<file path="config.mk">
export PLATFORM = sky130hd
export DESIGN_NAME = sa_autosa_cacc_grp_ctrl
export DESIGN_NICKNAME = d
export VERILOG_FILES = /design/src/rtl/sa_autosa_cacc_pkg.sv /design/src/rtl/sa_autosa_cacc_run_counter.sv /design/src/rtl/sa_autosa_cacc_grp_ctrl.sv
export SDC_FILE = /design/constraint.sdc
export NUM_CORES = 1
export LEC_CHECK = 0
export ABC_CLOCK_PERIOD_IN_PS = 1800
export CAP_MARGIN = 20
export CORE_ASPECT_RATIO = 1.1
export CORE_MARGIN = 4
export CORE_UTILIZATION = 40
export CTS_BUF_LIST = sky130_fd_sc_hd__clkbuf_8
export DETAILED_ROUTE_END_ITERATION = 16
export SETUP_SLACK_MARGIN = 0.05
export SYNTH_ARGS = -nofsm -noshare
export SYNTH_HDL_FRONTEND = slang
export SYNTH_SLANG_ARGS = --single-unit
</file>
<file path="constraint.sdc">
create_clock -name autosa_core_clk -period 1.8 [get_ports autosa_core_clk]
set_clock_uncertainty 0.05 [all_clocks]
set_input_delay 0.45 -clock autosa_core_clk [delete_from_list [all_inputs] [get_ports autosa_core_clk]]
set_output_delay 0.45 -clock autosa_core_clk [all_outputs]
set_load 0.005 [all_outputs]
</file>
<file path="src/rtl/sa_autosa_cacc_pkg.sv">
// Shared encodings for the CACC ping-pong register-group controller.
package sa_autosa_cacc_pkg;

    localparam int ST_W = 2;

    localparam logic [ST_W-1:0] ST_IDLE    = 2'd0;
    localparam logic [ST_W-1:0] ST_RUNNING = 2'd1;
    localparam logic [ST_W-1:0] ST_PENDING = 2'd2;

    typedef logic [ST_W-1:0] grp_st_t;

endpackage

</file>
<file path="src/rtl/sa_autosa_cacc_run_counter.sv">
// Saturating run-cycle counter with clear/enable and a watchdog compare
// that fires on the last cycle before the limit would be exceeded.
module sa_autosa_cacc_run_counter #(
    parameter int          CNT_W       = 20,
    parameter int unsigned TIMEOUT_CYC = 0
) (
    input  logic             clk_i,
    input  logic             rst_i,
    input  logic             clr_i,
    input  logic             en_i,
    output logic [CNT_W-1:0] cnt_o,
    output logic             wd_hit_o
);

    localparam bit               WD_EN   = (TIMEOUT_CYC != 0);
    localparam logic [CNT_W-1:0] WD_LAST = CNT_W'(TIMEOUT_CYC - 1);

    logic [CNT_W-1:0] cnt_q;
    logic [CNT_W-1:0] cnt_d;

    // Clear wins over enable so a completing run restarts from zero.
    always_comb begin
        cnt_d = cnt_q;
        if (clr_i) begin
            cnt_d = '0;
        end else if (en_i && (cnt_q != '1)) begin
            cnt_d = cnt_q + 1'b1;
        end
    end

    always_ff @(posedge clk_i) begin
        if (rst_i) begin
            cnt_q <= '0;
        end else begin
            cnt_q <= cnt_d;
        end
    end

    assign cnt_o    = cnt_q;
    assign wd_hit_o = WD_EN && en_i && (cnt_q == WD_LAST);

endmodule

</file>
<file path="src/rtl/sa_autosa_cacc_grp_ctrl.sv">
// Ping-pong register-group controller: tracks IDLE/RUNNING/PENDING per group,
// launches the datapath and reports status back to the single-register block.
module sa_autosa_cacc_grp_ctrl
    import sa_autosa_cacc_pkg::*;
#(
    parameter int          CNT_W       = 20,
    parameter int unsigned TIMEOUT_CYC = 0
) (
    input  logic             autosa_core_clk,
    input  logic             autosa_core_rst,
    input  logic             producer,
    input  logic [1:0]       op_en_set,
    input  logic             dp_done,
    output logic             consumer,
    output logic [ST_W-1:0]  status_0,
    output logic [ST_W-1:0]  status_1,
    output logic [1:0]       op_en,
    output logic             op_load,
    output logic             op_load_grp,
    output logic             grp_wr_allow,
    output logic [CNT_W-1:0] perf_cycles,
    output logic [1:0]       err_sticky,
    output logic             timeout
);

    grp_st_t [1:0]    st_q, st_d;
    logic             consumer_q, consumer_d;
    logic             op_load_q, op_load_d;
    logic             op_load_grp_q, op_load_grp_d;
    logic [CNT_W-1:0] perf_q, perf_d;
    logic [1:0]       err_q, err_d;
    logic             timeout_q, timeout_d;

    logic             anyRun;
    logic             doneOk;
    logic             otherGrp;
    logic [CNT_W-1:0] runCnt;
    logic             wdHit;

    assign anyRun   = (st_q[0] == ST_RUNNING) || (st_q[1] == ST_RUNNING);
    assign doneOk   = dp_done && anyRun;
    assign otherGrp = ~consumer_q;

    sa_autosa_cacc_run_counter #(
        .CNT_W       (CNT_W),
        .TIMEOUT_CYC (TIMEOUT_CYC)
    ) u_run_counter (
        .clk_i    (autosa_core_clk),
        .rst_i    (autosa_core_rst),
        .clr_i    (doneOk),
        .en_i     (anyRun),
        .cnt_o    (runCnt),
        .wd_hit_o (wdHit)
    );

    // Writes are judged first; a completion then overrides the other group's
    // fate so a pending or same-cycle-accepted group starts with no gap.
    always_comb begin
        st_d          = st_q;
        consumer_d    = consumer_q;
        op_load_d     = 1'b0;
        op_load_grp_d = op_load_grp_q;
        perf_d        = perf_q;
        err_d         = err_q;
        timeout_d     = timeout_q | wdHit;

        for (int g = 0; g < 2; g++) begin
            if (op_en_set[g]) begin
                if (st_q[g] != ST_IDLE) begin
                    err_d[0] = 1'b1;
                end else if ((1'(g) == consumer_q) && !anyRun) begin
                    st_d[g]       = ST_RUNNING;
                    op_load_d     = 1'b1;
                    op_load_grp_d = 1'(g);
                end else begin
                    st_d[g] = ST_PENDING;
                end
            end
        end

        if (dp_done) begin
            if (anyRun) begin
                st_d[consumer_q] = ST_IDLE;
                consumer_d       = otherGrp;
                perf_d           = (runCnt == '1) ? runCnt : runCnt + 1'b1;
                if ((st_q[otherGrp] == ST_PENDING) ||
                    (op_en_set[otherGrp] && (st_q[otherGrp] == ST_IDLE))) begin
                    st_d[otherGrp] = ST_RUNNING;
                    op_load_d      = 1'b1;
                    op_load_grp_d  = otherGrp;
                end
            end else begin
                err_d[1] = 1'b1;
            end
        end
    end

    always_ff @(posedge autosa_core_clk) begin
        if (autosa_core_rst) begin
            st_q          <= {ST_IDLE, ST_IDLE};
            consumer_q    <= 1'b0;
            op_load_q     <= 1'b0;
            op_load_grp_q <= 1'b0;
            perf_q        <= '0;
            err_q         <= '0;
            timeout_q     <= 1'b0;
        end else begin
            st_q          <= st_d;
            consumer_q    <= consumer_d;
            op_load_q     <= op_load_d;
            op_load_grp_q <= op_load_grp_d;
            perf_q        <= perf_d;
            err_q         <= err_d;
            timeout_q     <= timeout_d;
        end
    end

    assign consumer     = consumer_q;
    assign status_0     = st_q[0];
    assign status_1     = st_q[1];
    assign op_en        = {st_q[1] != ST_IDLE, st_q[0] != ST_IDLE};
    assign op_load      = op_load_q;
    assign op_load_grp  = op_load_grp_q;
    assign grp_wr_allow = (st_q[producer] == ST_IDLE);
    assign perf_cycles  = perf_q;
    assign err_sticky   = err_q;
    assign timeout      = timeout_q;

endmodule

</file>
==> Word-level counts from Yosys, hierarchy flattened <==
Index checks and enable logic that the tools add are counted.
{ "classes": {"order_cmp": 5, "addsub": 1, "eq_ne": 5, "muxes": 42, "reduce_logical": 17, "bitwise": 7} }
{ "op_table": {"columns": ["op", "n"], "rows": [
  ["1-bit two-way mux", 24],
  ["2-bit two-way mux", 12],
  ["20-bit by 1-bit adder with 20-bit output, second input constant", 1],
  ["20-bit == test, second input constant", 1],
  ["20-bit two-way mux", 1],
  ["20-bit != test, second input constant", 1],
  ["4-bit two-way mux", 3],
  ["1-bit logical AND", 7],
  ["1-bit by 2-bit less-than comparator with 1-bit output, second input constant", 3],
  ["4-bit AND", 1],
  ["2-bit demux with 1-bit select", 2],
  ["2-bit by 1-bit == test with 1-bit output, second input constant", 2],
  ["2-bit logical NOT", 2],
  ["4-bit NOT", 1],
  ["2-bit AND reduction", 2],
  ["2-bit nonzero test", 2],
  ["2-bit AND", 1],
  ["2-bit == test, second input constant", 1],
  ["1-bit greater-or-equal comparator, second input constant", 2],
  ["1-bit logical OR", 2],
  ["1-bit NOT", 2],
  ["2-bit NOT", 1],
  ["2-bit bitwise OR", 1],
  ["2-bit OR reduction", 1],
  ["1-bit logical NOT", 1]
]} }
{ "word_totals": {"out_inout_bits": 33, "word_cells": 86, "inputBits": 6, "register_bits": 49} }

==> Longest topological paths before layout <==
Gate-level depths: netlist (run 1).
{ "logic_depth": {"word_depth": 13, "depth_mapped": 6, "ltp_nobuf": 5} }

==> By module <==
From an unflattened synthesis (run 1), not the netlist that was laid out.
{ "unflattened": {"cells_unflattened": 318, "area_unflattened_um2": 2665.1} }
{ "by_module_without_submodules": {"columns": ["mod", "cells_per_inst", "area_per_inst_um2", "n_inst"], "rows": [
  ["sa_autosa_cacc_grp_ctrl", 201, 1665.3, 1],
  ["sa_autosa_cacc_run_counter", 117, 999.7, 1]
]} }

==> Least setup slack after synthesis (run 1) <==
OpenSTA, ideal clock, no wires.
{ "synth_timing": {"path_kind": "register -> register", "start": "register u_run_counter.cnt_q[0], in the netlist u_run_counter.cnt_o[0]", "end": "register u_run_counter.cnt_q[16], in the netlist u_run_counter.cnt_o[16]", "stages_incl_launch_ff": 7, "required_time_ns": 1.678, "arrival_time_ns": 1.685, "slack_ns": -0.007, "cell_sequence": "dfxtp_1 ha_1 and3_1 clkbuf_1 nand3_2 nor4_1 mux2i_1"} }
{ "synth_between": {"elab_chain_len": 2, "word_cells_on_any_way": 3} }
{ "synth_rtl": {"columns": ["item", "line", "rtl"], "rows": [
  ["start, declared", "sa_autosa_cacc_run_counter.sv:18", "logic [CNT_W-1:0] cnt_q;"],
  ["start signal, assigned", "sa_autosa_cacc_run_counter.sv:35", "cnt_q <= cnt_d;"],
  ["parallel branches: the longest is 2 deep, another holds 20-bit by 1-bit adder with 20-bit output", null, null]
]} }
Parallel ways; which one is timed is not known.
A chain may end at the register's enable or synchronous reset.

==> Worst setup path after layout (run 1) <==
{ "layout_timing": {"start": "register st_q, in the netlist status_0[1]", "end": "output port op_en[0]"} }
{ "layout_between": {"elab_chain_len": 1} }
{ "layout_rtl": {"columns": ["item", "line", "rtl"], "rows": [
  ["start, declared", "sa_autosa_cacc_grp_ctrl.sv:26", "grp_st_t [1:0] st_q, st_d;"],
  ["start signal, assigned", "sa_autosa_cacc_grp_ctrl.sv:100", "st_q <= {ST_IDLE, ST_IDLE};"],
  ["start signal, assigned", "sa_autosa_cacc_grp_ctrl.sv:108", "st_q <= st_d;"],
  ["2-bit nonzero test", "sa_autosa_cacc_grp_ctrl.sv:121", "assign op_en = {st_q[1] != ST_IDLE, st_q[0] != ST_IDLE};"],
  ["end, declared", "sa_autosa_cacc_grp_ctrl.sv:17", "output logic [1:0] op_en,"]
]} }
Every way passes these cells.

==> results.md, run 1 <==
- Including well taps, the total number of placed cells is 451.
- The maximum number of buffers from clock root to sink is 2.
- Across the whole layout, storage elements account for 997.2 sq um.
- The area of placed instances is 0.003442 sq mm.
- The number of fillers in the final layout is 563.
- The area of the multi-input gates is 0.001664 sq mm.
- The via count of the first global-routing pass came to 2617.
- The clock latency at the later pin of the worst-skew pair is 0.30 ns.
- The number of hold buffers added after CTS was 0.
- The clock transition at the register clock pins on the worst setup and hold paths after CTS is 0.08 ns.
- The tightest min-delay check is of the reg2reg type.
- The final wirelength is 7.603 mm.
- Using the TritonRoute via totals, the vias-per-cell ratio works out to 5.548.
- The mean cell area of the mapped netlist is 8.544 sq um.
- Across the run, the number of max-cap violations was 0.
- The count of yosys warnings during synthesis is 0.
- For this run, the register share of the synthesized area comes to 0.3703.
- The nature of the critical path endpoint is an output port.
- The post-synthesis to final-layout area growth is 43.36%.
- In the layout the commonest cells are sky130_fd_sc_hd__buf_4, sky130_fd_sc_hd__dfxtp_1, sky130_fd_sc_hd__clkdlybuf4s50_1.
- Once detail routing completed, the nets flagged for antenna violations numbered 0.
- IR analysis of the VDD net gives a maximum drop of 0.0007073 V.
- The net count after synthesis is 317.
- The level count of the clock H-tree is 2.
- Setup violations remaining at the end of the flow were counted as 0.
- Timing would allow up to 587.1 MHz.
- The power after layout is 4.043 mW.
- Measured along the y axis, the die boundary spans 93.35 microns.
- Traced cell by cell, the critical path runs through or2_4, buf_4, clkdlybuf4s15_1.
- The number of port buffers is 37.
- The most used flip-flop cell after synthesis is sky130_fd_sc_hd__dfxtp_1.
- The synthesized netlist occupies a cell area of 0.002649 sq mm.
- TritonCTS built the clock tree.
- Setup repair after global routing could not meet its margin everywhere.
- The type of origin of the critical path is a flop.
- The synthesized design contains 0 enable-type register cells.
- The critical-path cell with the highest stage delay is sky130_fd_sc_hd__dfxtp_2.
- Counting the buffers created by CTS gives 5.
- The most common cell after layout, fill and taps aside is sky130_fd_sc_hd__buf_4.
- For the worst setup path, the data required time is 1.30 ns.
- In this run the power density over the cells is 1065 mW/mm^2.
- The cell chosen for the clock root is sky130_fd_sc_hd__clkbuf_8.
- The initial antenna violation count is 0.
- The final critical path time including I/O delays and setup is 1.703 ns.
- By startpoint and endpoint, the worst setup path is classified as reg2out.
- The final hold violation count is 0.
- Summed over all layers, the global routing overflow is 0.
- The HPWL after detailed placement is 5.143 mm.
- The number of rows in the core area is 30.
- The first-iteration detailed-routing DRC count is 162.
- Of the post-synthesis cell area, the dominant cell type holds 0.3703.
- The initial utilization of the core area, before any placement, comes to 0.4200.
- The run finished with clean final reports.
- The global-route total usage across every layer is 0.1884.
- The final cell count without fillers is 469.
- The cell taking the most area after synthesis is sky130_fd_sc_hd__dfxtp_1.
- The maximum cell stage delay along the critical path is 0.33 ns.
- The tree built by TritonCTS fans out to 49 sinks.
- The number of max-slew violations in the final report is 0.
- In the post-synthesis netlist, the biggest area contributors are sky130_fd_sc_hd__dfxtp_1, sky130_fd_sc_hd__mux2i_1, sky130_fd_sc_hd__nand3_1.
- The routed layout has 2602 vias.
- The maximum fanout count along the critical path is 2.
- The total DRC errors in the routed layout is 0.
- After routing the design area is 0.003797 sq mm.
- The number of different library cells used by synthesis comes to 56.
- The number of top-level pins is 39.
- Together, buffers and inverters on the worst path number 2.
- The final layout contains 396 nets.
- The share of synthesized flip-flops with an asynchronous set or reset is 0.
- In the final layout, the share of cells above drive strength 1 is 0.2982.
- The register bit total from synthesis is 49.
- The congestion estimate from routability-driven global placement came to 0.8002.
- The region available for standard cell placement spans 0.006306 sq mm.
- For this design the static power due to leakage is 1.424 nW.
- The maximum number of pins on one net before global-route repair is 30.
- The family of cells with the greatest summed delay on the critical path is flip-flops.
- In this run the horizontal extent of the chip is 85.59 microns.
- Dividing the detail-routed wire length by the instance count gives 16.21 microns.
- Synthesis handed over a netlist of 310 instances.
- For this run, the detailed router's first-pass iteration total came to 5.
- The first global-routing pass estimated 12.23 mm of wire.
- The floorplan die area is 0.007989 sq mm.
- In the finished design, the share of the clock period the worst path needs comes to 0.9462.
- The data arrival time of the critical path is 1.20 ns.
- The number of antenna diodes in the final layout is 0.
## kinds of logic after synthesis
kind of cell / count (synthesis) / share of synthesized area
buffers and inverters: 34 / 0.05810
AO/OA/AOI/OAI: 87 / 0.2178
flip-flops: 49 / 0.3703
other: 1 / 0.001416
AND/OR/NAND/NOR: 109 / 0.2442
multiplexers: 16 / 0.06046
adder cells (fa/ha/maj): 1 / 0.004723
XOR/XNOR: 13 / 0.04299
## routing by layer
metal | GRT usage | part of all wire | vias to the layer above
met5 | 0 | 0 | -
met4 | 0.06860 | 0.011 | 0
met3 | 0.03436 | 0.050 | 8
met2 | 0.3089 | 0.47 | 77
met1 | 0.2461 | 0.46 | 1194
li1 | - | - | 1323
## what timing repair did
item	in CTS	in global routing
resized for setup	28	31
pin swaps	0	6
gates cloned	0	2
endpoints found under the setup margin	16	27
buffers inserted	3	6
## sequential cells by signal, summed over array words and instances, names as in the netlist
signal	count
err_sticky	2
status_1	2
u_run_counter.cnt_o	20
status_0	2
consumer	1
perf_cycles	20
op_load_grp	1
op_load	1
## metrics by stage
step / setup slack, ns / util / setup TNS, ns / hold WS (ns)
after CTS: 0.05381 / 0.5690 / 0 / 0.4327
after global placement: -0.2566 / 0.5458 / -1.777 / 0.4090
after global routing: 0.02000 / 0.6022 / 0 / 0.4803
after floorplan: 0.05561 / - / 0 / 0.4104
final: 0.09676 / 0.6022 / 0 / 0.4292
after detailed placement: -0.3084 / 0.5458 / -2.584 / 0.4101
## power breakdown
group / leakage [nW] / total (mW) / switching [mW] / internal, mW
clock network: 0.0485 / 0.659 / 0.358 / 0.300
logic: 0.971 / 1.95 / 0.903 / 1.05
registers: 0.405 / 1.43 / 0.120 / 1.31
total: 1.42 / 4.04 / 1.38 / 2.66
## cell type report
class / count / area share
clock inverter: 1 / 0.0009885
clock buffer: 6 / 0.02175
sequential: 49 / 0.2626
multi-input combinational: 227 / 0.4382
inverter: 6 / 0.005931
timing repair buffer: 100 / 0.2442
tap: 80 / 0.02636
## cells in the mapped netlist (11+ instances only)
library cell and n:
sky130_fd_sc_hd__a211oi_1 12, sky130_fd_sc_hd__a21oi_1 15, sky130_fd_sc_hd__a31oi_1 14, sky130_fd_sc_hd__buf_2 12, sky130_fd_sc_hd__clkbuf_1 14, sky130_fd_sc_hd__dfxtp_1 49, sky130_fd_sc_hd__mux2i_1 16, sky130_fd_sc_hd__nand2_1 15
sky130_fd_sc_hd__nand3_1 24, sky130_fd_sc_hd__nor2_1 11, sky130_fd_sc_hd__o21ai_0 23, sky130_fd_sc_hd__or3_1 18
## worst min-delay path, delay by kind of cell (launching register included)
kind / cells / cell delay (ns)
AOI/OAI and AO/OA: 1 / 0.04
DFF: 1 / 0.34
and+or+nand+nor: 1 / 0.07
## worst paths after layout
check | end | cells after the start | start | slack, ns
max | op_en[0] | 3 | status_0[1] | 0.1
min | err_sticky[1] | 2 | err_sticky[1] | 0.43
max reg2reg | u_run_counter.cnt_o[16] | 7 | status_0[1] | 0.11
min reg2reg | err_sticky[1] | 2 | err_sticky[1] | 0.43
No activity file was read; power rests on OpenSTA's default activity.
==> run 2, diff against run 1 <==
Settings changed: ABC_CLOCK_PERIOD_IN_PS 1800 to 1500, HOLD_SLACK_MARGIN set to 0.06, REMOVE_ABC_BUFFERS set to 1.
Clock period 1.8 ns to 1.5 ns, I/O delays scaled along.
==> results.md, run 2 (synthesis results as in run 1) <==
- The run finished, with violations left.
- The checks that failed: negative setup slack.
- Timing would allow up to 602.6 MHz.
- The number of top-level pins is 39.
- Relative to the synthesized area, the layout overhead comes to 82.00%.
- For this run the aggregate overflow at the end of global routing stands at 0.
- Clock-pin slew was measured on the worst setup and hold paths at 0.10 ns.
- The first global-routing pass estimated 14.59 mm of wire.
- The number of clock buffers inserted by TritonCTS is 5.
- The via count of the first global-routing pass came to 2936.
- The static leakage is 1.966 nW.
- The flip-flop and latch area is 0.001032 sq mm.
- The effective utilization at floorplan is 0.4200.
- The number of max-slew violations in the final report is 0.
- Across all setup checks in the final design, the least slack found is -0.1594 ns.
- The initial antenna violation count was 0.
- The final hold violation count is 0.
- The worst setup path is of the reg2reg kind.
- The final RePlAce weighted congestion is 0.8739.
- The worst path in the final design needs a cycle of 1.659 ns, including I/O delays and setup.
- Using the TritonRoute via totals, the vias-per-cell ratio works out to 5.702.
- The global-route total usage across every layer is 0.2280.
- The mean routed wirelength per cell is 18.35 microns.
- The level count of the clock H-tree is 2.
- The number of rows in the core area is 30.
- The die is 93.35 microns tall.
- Entering global routing, the biggest net connects 25 pins.
- Setup repair after global routing could not meet its margin everywhere.
- Once detail routing completed, the nets flagged for antenna violations numbered 0.
- The number of diodes is 0.
- The path category of the worst min-delay check is reg2reg.
- The area of placed instances is 0.003679 sq mm.
- The number of nets in the layout is 460.
- The type of origin of the critical path is a flop.
- Max-cap violations in this run came to 0.
- The total area inside the core boundary comes to 0.006306 sq mm.
- The first-iteration detailed-routing DRC count is 254.
- Across all layers, the routed design uses 3039 vias.
- Of all nets on the critical path, the largest fanout is 3.
- Leaving out fill and tap cells, the most frequent cells in the layout are sky130_fd_sc_hd__buf_4, sky130_fd_sc_hd__buf_6, sky130_fd_sc_hd__dfxtp_2, sky130_fd_sc_hd__dlygate4sd2_1, sky130_fd_sc_hd__o21ai_0.
- The number of port buffers is 37.
- The number of fillers in the final layout is 402.
- The power after layout is 5.624 mW.
- Dividing total power by cell area gives a power density of 1167 mW/mm^2.
- The area of the multi-input gates is 0.002033 sq mm.
- The number of iterations in the first detailed-routing pass is 5.
- Final hold analysis gives a worst-case slack of 0.4283 ns.
- The longest clock path from root to sink contains 2 buffers.
- The nature of the critical path endpoint is a flop.
- The cell chosen for the clock root is sky130_fd_sc_hd__clkbuf_8.
- The placed wire-length estimate after detailed placement is 5.500 mm.
- The floorplan step set the die width to 85.59 microns.
- TritonCTS built the clock tree.
- The total DRC errors in the routed layout is 0.
- The final number of setup-violating endpoints is 48.
- The finished cells cover 0.004821 sq mm.
- The CTS sink count is 49.
- In the final layout, the share of cells above drive strength 1 is 0.5519.
- The worst-case IR drop observed on VDD is 0.001015 V.
- In the finished design, the share of the clock period the worst path needs comes to 1.106.
- The floorplan die area is 0.007989 sq mm.
- The data required time at the worst endpoint is 1.69 ns.
- Leaving out fill and tap cells, the most frequent cell in the layout is sky130_fd_sc_hd__buf_4.
- After detailed routing, the total wire length is 9.782 mm.
- The clock latency at the later pin of the worst-skew pair is 0.31 ns.
- Data on the critical path arrives at its endpoint at 1.85 ns.
- Summed over all failing endpoints, the final setup total negative slack is -4.282 ns.
==> run 2: final timing paths <==
| path | from | endpoint | slack, ns | cells past startpoint |
|---|---|---|---|---|
| max reg2reg | u_run_counter.cnt_o[6] | u_run_counter.cnt_o[13] | -0.16 | 4 |
| min reg2reg | err_sticky[1] | err_sticky[1] | 0.43 | 2 |
| max | u_run_counter.cnt_o[6] | u_run_counter.cnt_o[13] | -0.16 | 4 |
| min | err_sticky[1] | err_sticky[1] | 0.43 | 2 |
==> run 2: per-stage QoR <==
stage / instances / utilization / setup slack, ns
CTS: 517 / 0.7119 / -0.08548
global route: 533 / 0.7645 / -0.2248
floorplan: 282 / - / -1.063
finish: 533 / 0.7645 / -0.1594
global placement: 485 / 0.5833 / -0.4097
detailed placement: 485 / 0.5833 / -0.3990
==> run 2: repair_timing <==
action,in CTS,in global routing
hold endpoints to repair,0,0
hold buffers,0,0
pin swaps,49,13
buffers inserted,23,15
cloned,2,2
setup endpoints to repair,78,54
gates resized for setup,203,39
==> run 2: final cells by class <==
class	count	share of cell area
clock buffers	6	0.01713
multi-input cells	228	0.4217
well taps	80	0.02076
flip-flops and latches	49	0.2141
repair buffers	163	0.3195
clock inverters	1	0.001557
inverters	6	0.005191
==> run 2: critical path, cell delays in order (launching register included) <==
cell,delay (ns)
sky130_fd_sc_hd__dfxtp_1,0.42
sky130_fd_sc_hd__nand3_2,0.15
sky130_fd_sc_hd__or4_4,0.53
sky130_fd_sc_hd__a211oi_2,0.19
sky130_fd_sc_hd__mux2i_1,0.24
==> run 2: metal layers <==
layer	up-vias	GRT usage	routed length [microns]
li1	1449	-	-
met1	1493	0.2785	4137
met2	74	0.4016	4973
met3	23	0.03612	386
met4	0	0.08179	285
met5	-	0	0
==> run 2: power by group <==
part | switching (mW) | internal (mW)
logic | 1.41 | 1.64
clock network | 0.471 | 0.366
registers | 0.143 | 1.59
total | 2.02 | 3.60
==> run 3, diff against run 2 <==
Settings changed: SKIP_CTS_REPAIR_TIMING set to 1.
==> results.md, run 3 (synthesis results as in run 1) <==
- The type of origin of the critical path is a flop.
- The global-route wire length before repair is 12.50 mm.
- Summing over every cut layer, the via total after detailed routing is 2988.
- The global-route total usage across every layer is 0.1929.
- The post-route worst setup slack is -0.1595 ns.
- The CTS sink count is 49.
- At the later pin of the worst-skew pair, clock insertion delay measures 0.31 ns.
- The internal power contribution is 3.576 mW.
- The level count of the clock H-tree is 2.
- The tree is rooted in a sky130_fd_sc_hd__clkbuf_8.
- The final RePlAce weighted congestion is 0.8739.
- TritonCTS built the clock tree.
- The area growth from synthesis to layout is 77.89%.
- The static leakage is 2.242 nW.
- After detailed placement, the design holds a cell count of 485.
- Row generation in the floorplan step produced 30 rows.
- Data arrives at the worst endpoint at 1.85 ns.
- The die span in y is 93.35 microns.
- The total grt overflow is 0.
- The effective utilization at floorplan is 0.4200.
- In the final timing run, aggregate negative setup slack is -3.981 ns.
- The library cells used most frequently in the layout, excluding fill and tap cells, are sky130_fd_sc_hd__buf_4, sky130_fd_sc_hd__buf_6, sky130_fd_sc_hd__dlymetal6s2s_1.
- The via count of the first global-routing pass is 2631.
- The path category of the worst min-delay check is in2reg.
- The classification of the worst setup path is reg2reg.
- Leaving out filler cells and counting taps, the final layout contains 528.
- The first detailed-routing pass ran for 4 iterations.
- The worst hold slack after final layout is 0.4098 ns.
- The maximum fanout count along the critical path is 5.
- The mean routed wirelength per cell is 17.86 microns.
- The clock share of power is 0.148.
- The run finished, with violations left.
- The detailed-route vias per instance is 5.659.
- The clock transition at the register clock pins on the worst setup and hold paths after CTS is 0.10 ns.
- The placed wire-length estimate after detailed placement is 5.500 mm.
- Setup violations remaining at the end of the flow were counted as 46.
- The fraction of power consumed by combinational cells is 0.538.
- The initial antenna violation count is 0.
- The max capacitance violation total is 0.
- The fraction of power consumed by sequential logic is 0.314.
- The number of fillers in the final layout is 423.
- The net switching power figure is 1.979 mW.
- In the final design database the tool counted 455 nets.
- The die covers 0.007989 sq mm.
- The final cycle utilization of the critical path is 1.106.
- The total core area is 0.006306 sq mm.
- The switching power as a share of total power is 0.3562.
- The first-iteration detailed-routing DRC count is 255.
- Entering global routing, the biggest net connects 25 pins.
- Across the VDD grid, the largest voltage drop is 0.0008779 V.
- STA classifies the critical path endpoint as a flop.
- For the worst setup path, the data required time is 1.69 ns.
- The number of clock buffers inserted by TritonCTS is 5.
- The most common cell after layout, fill and taps aside is sky130_fd_sc_hd__buf_4.
- The number of port buffers is 37.
- 39 I/O pins were placed.
- The number of diodes is 0.
- The share of layout cells above drive strength 1 is 0.5089.
- The final wirelength is 9.432 mm.
- The total DRC errors in the routed layout is 0.
- The final reports fail on negative setup slack.
- Dividing total power by cell area gives a power density of 1179 mW/mm^2.
- The clock passes through at most 2 buffers.
- The number of nets with antenna violations after routing is 0.
- The number of max-slew violations in the final report was 0.
- The core occupancy in the finished layout is 0.7472.
- Setup repair after global routing could not meet its margin everywhere.
- The final hold violation count is 0.
- From left edge to right edge, the die measures 85.59 microns.
- The maximum clock frequency is 602.6 MHz.
- The final critical path time including I/O delays and setup is 1.660 ns.
==> run 3: cell count changes in the layout (fill, tap and decap cells not counted), sizes merged <==
cell | previous run | this run
clkbuf | 8 | 11
clkdlybuf4s15 | 1 | 0
dlygate4sd2 | 26 | 0
clkdlybuf4s50 | 4 | 6
dlymetal6s2s | 0 | 27
buf | 130 | 120
==> run 3: critical path, stage by stage, from the launching register on <==
cell and delay (ns):
sky130_fd_sc_hd__dfxtp_4 0.38, sky130_fd_sc_hd__nand4_4 0.16, sky130_fd_sc_hd__or4_4 0.62, sky130_fd_sc_hd__a211oi_2 0.19, sky130_fd_sc_hd__mux2i_1 0.19
==> run 3: layer usage <==
| metal | track usage | wire length, microns | share of wire | vias up |
|---|---|---|---|---|
| met4 | 0.05409 | 203 | 0.022 | 0 |
| li1 | - | - | - | 1438 |
| met2 | 0.3258 | 4714 | 0.50 | 101 |
| met3 | 0.03172 | 530 | 0.056 | 22 |
| met5 | 0 | 0 | 0 | - |
| met1 | 0.2527 | 3984 | 0.42 | 1427 |
==> run 3: cell type report <==
type | instances | area (sq um) | area share
Multi-Input combinational cell | 228 | 1964 | 0.4169
Timing Repair Buffer | 158 | 1501 | 0.3186
Clock buffer | 6 | 82.58 | 0.01753
Clock inverter | 1 | 7.507 | 0.001593
Inverter | 6 | 22.52 | 0.004780
Tap cell | 80 | 100.1 | 0.02124
Sequential cell | 49 | 1033 | 0.2193
==> run 3: worst paths after layout <==
| kind | to | cells past startpoint | slack (ns) | startpoint |
|---|---|---|---|---|
| setup / recovery | u_run_counter.cnt_o[13] | 4 | -0.16 | u_run_counter.cnt_o[9] |
| hold / removal | err_sticky[1] | 3 | 0.41 | dp_done |
| setup reg to reg | u_run_counter.cnt_o[13] | 4 | -0.16 | u_run_counter.cnt_o[9] |
| hold reg to reg | op_load_grp | 2 | 0.43 | op_load_grp |
==> run 3: through the flow <==
step	power, mW	instance area, sq um	worst slack (ns)
floorplan	2.565	2517	-1.063
global placement	3.896	3679	-0.4097
detailed placement	3.916	3679	-0.3990
CTS	4.744	3769	-0.6009
global route	5.859	4712	-0.2270
finish	5.554	4712	-0.1595
==> run 3: power by group through the flow <==
stage	registers [mW]	clock network [mW]	logic (mW)
final	1.74	0.824	2.99
after global routing	1.78	0.889	3.19
after CTS	1.72	0.839	2.19
after detailed placement	1.74	0	2.17
after global placement	1.74	0	2.16
after floorplan	1.80	0	0.769
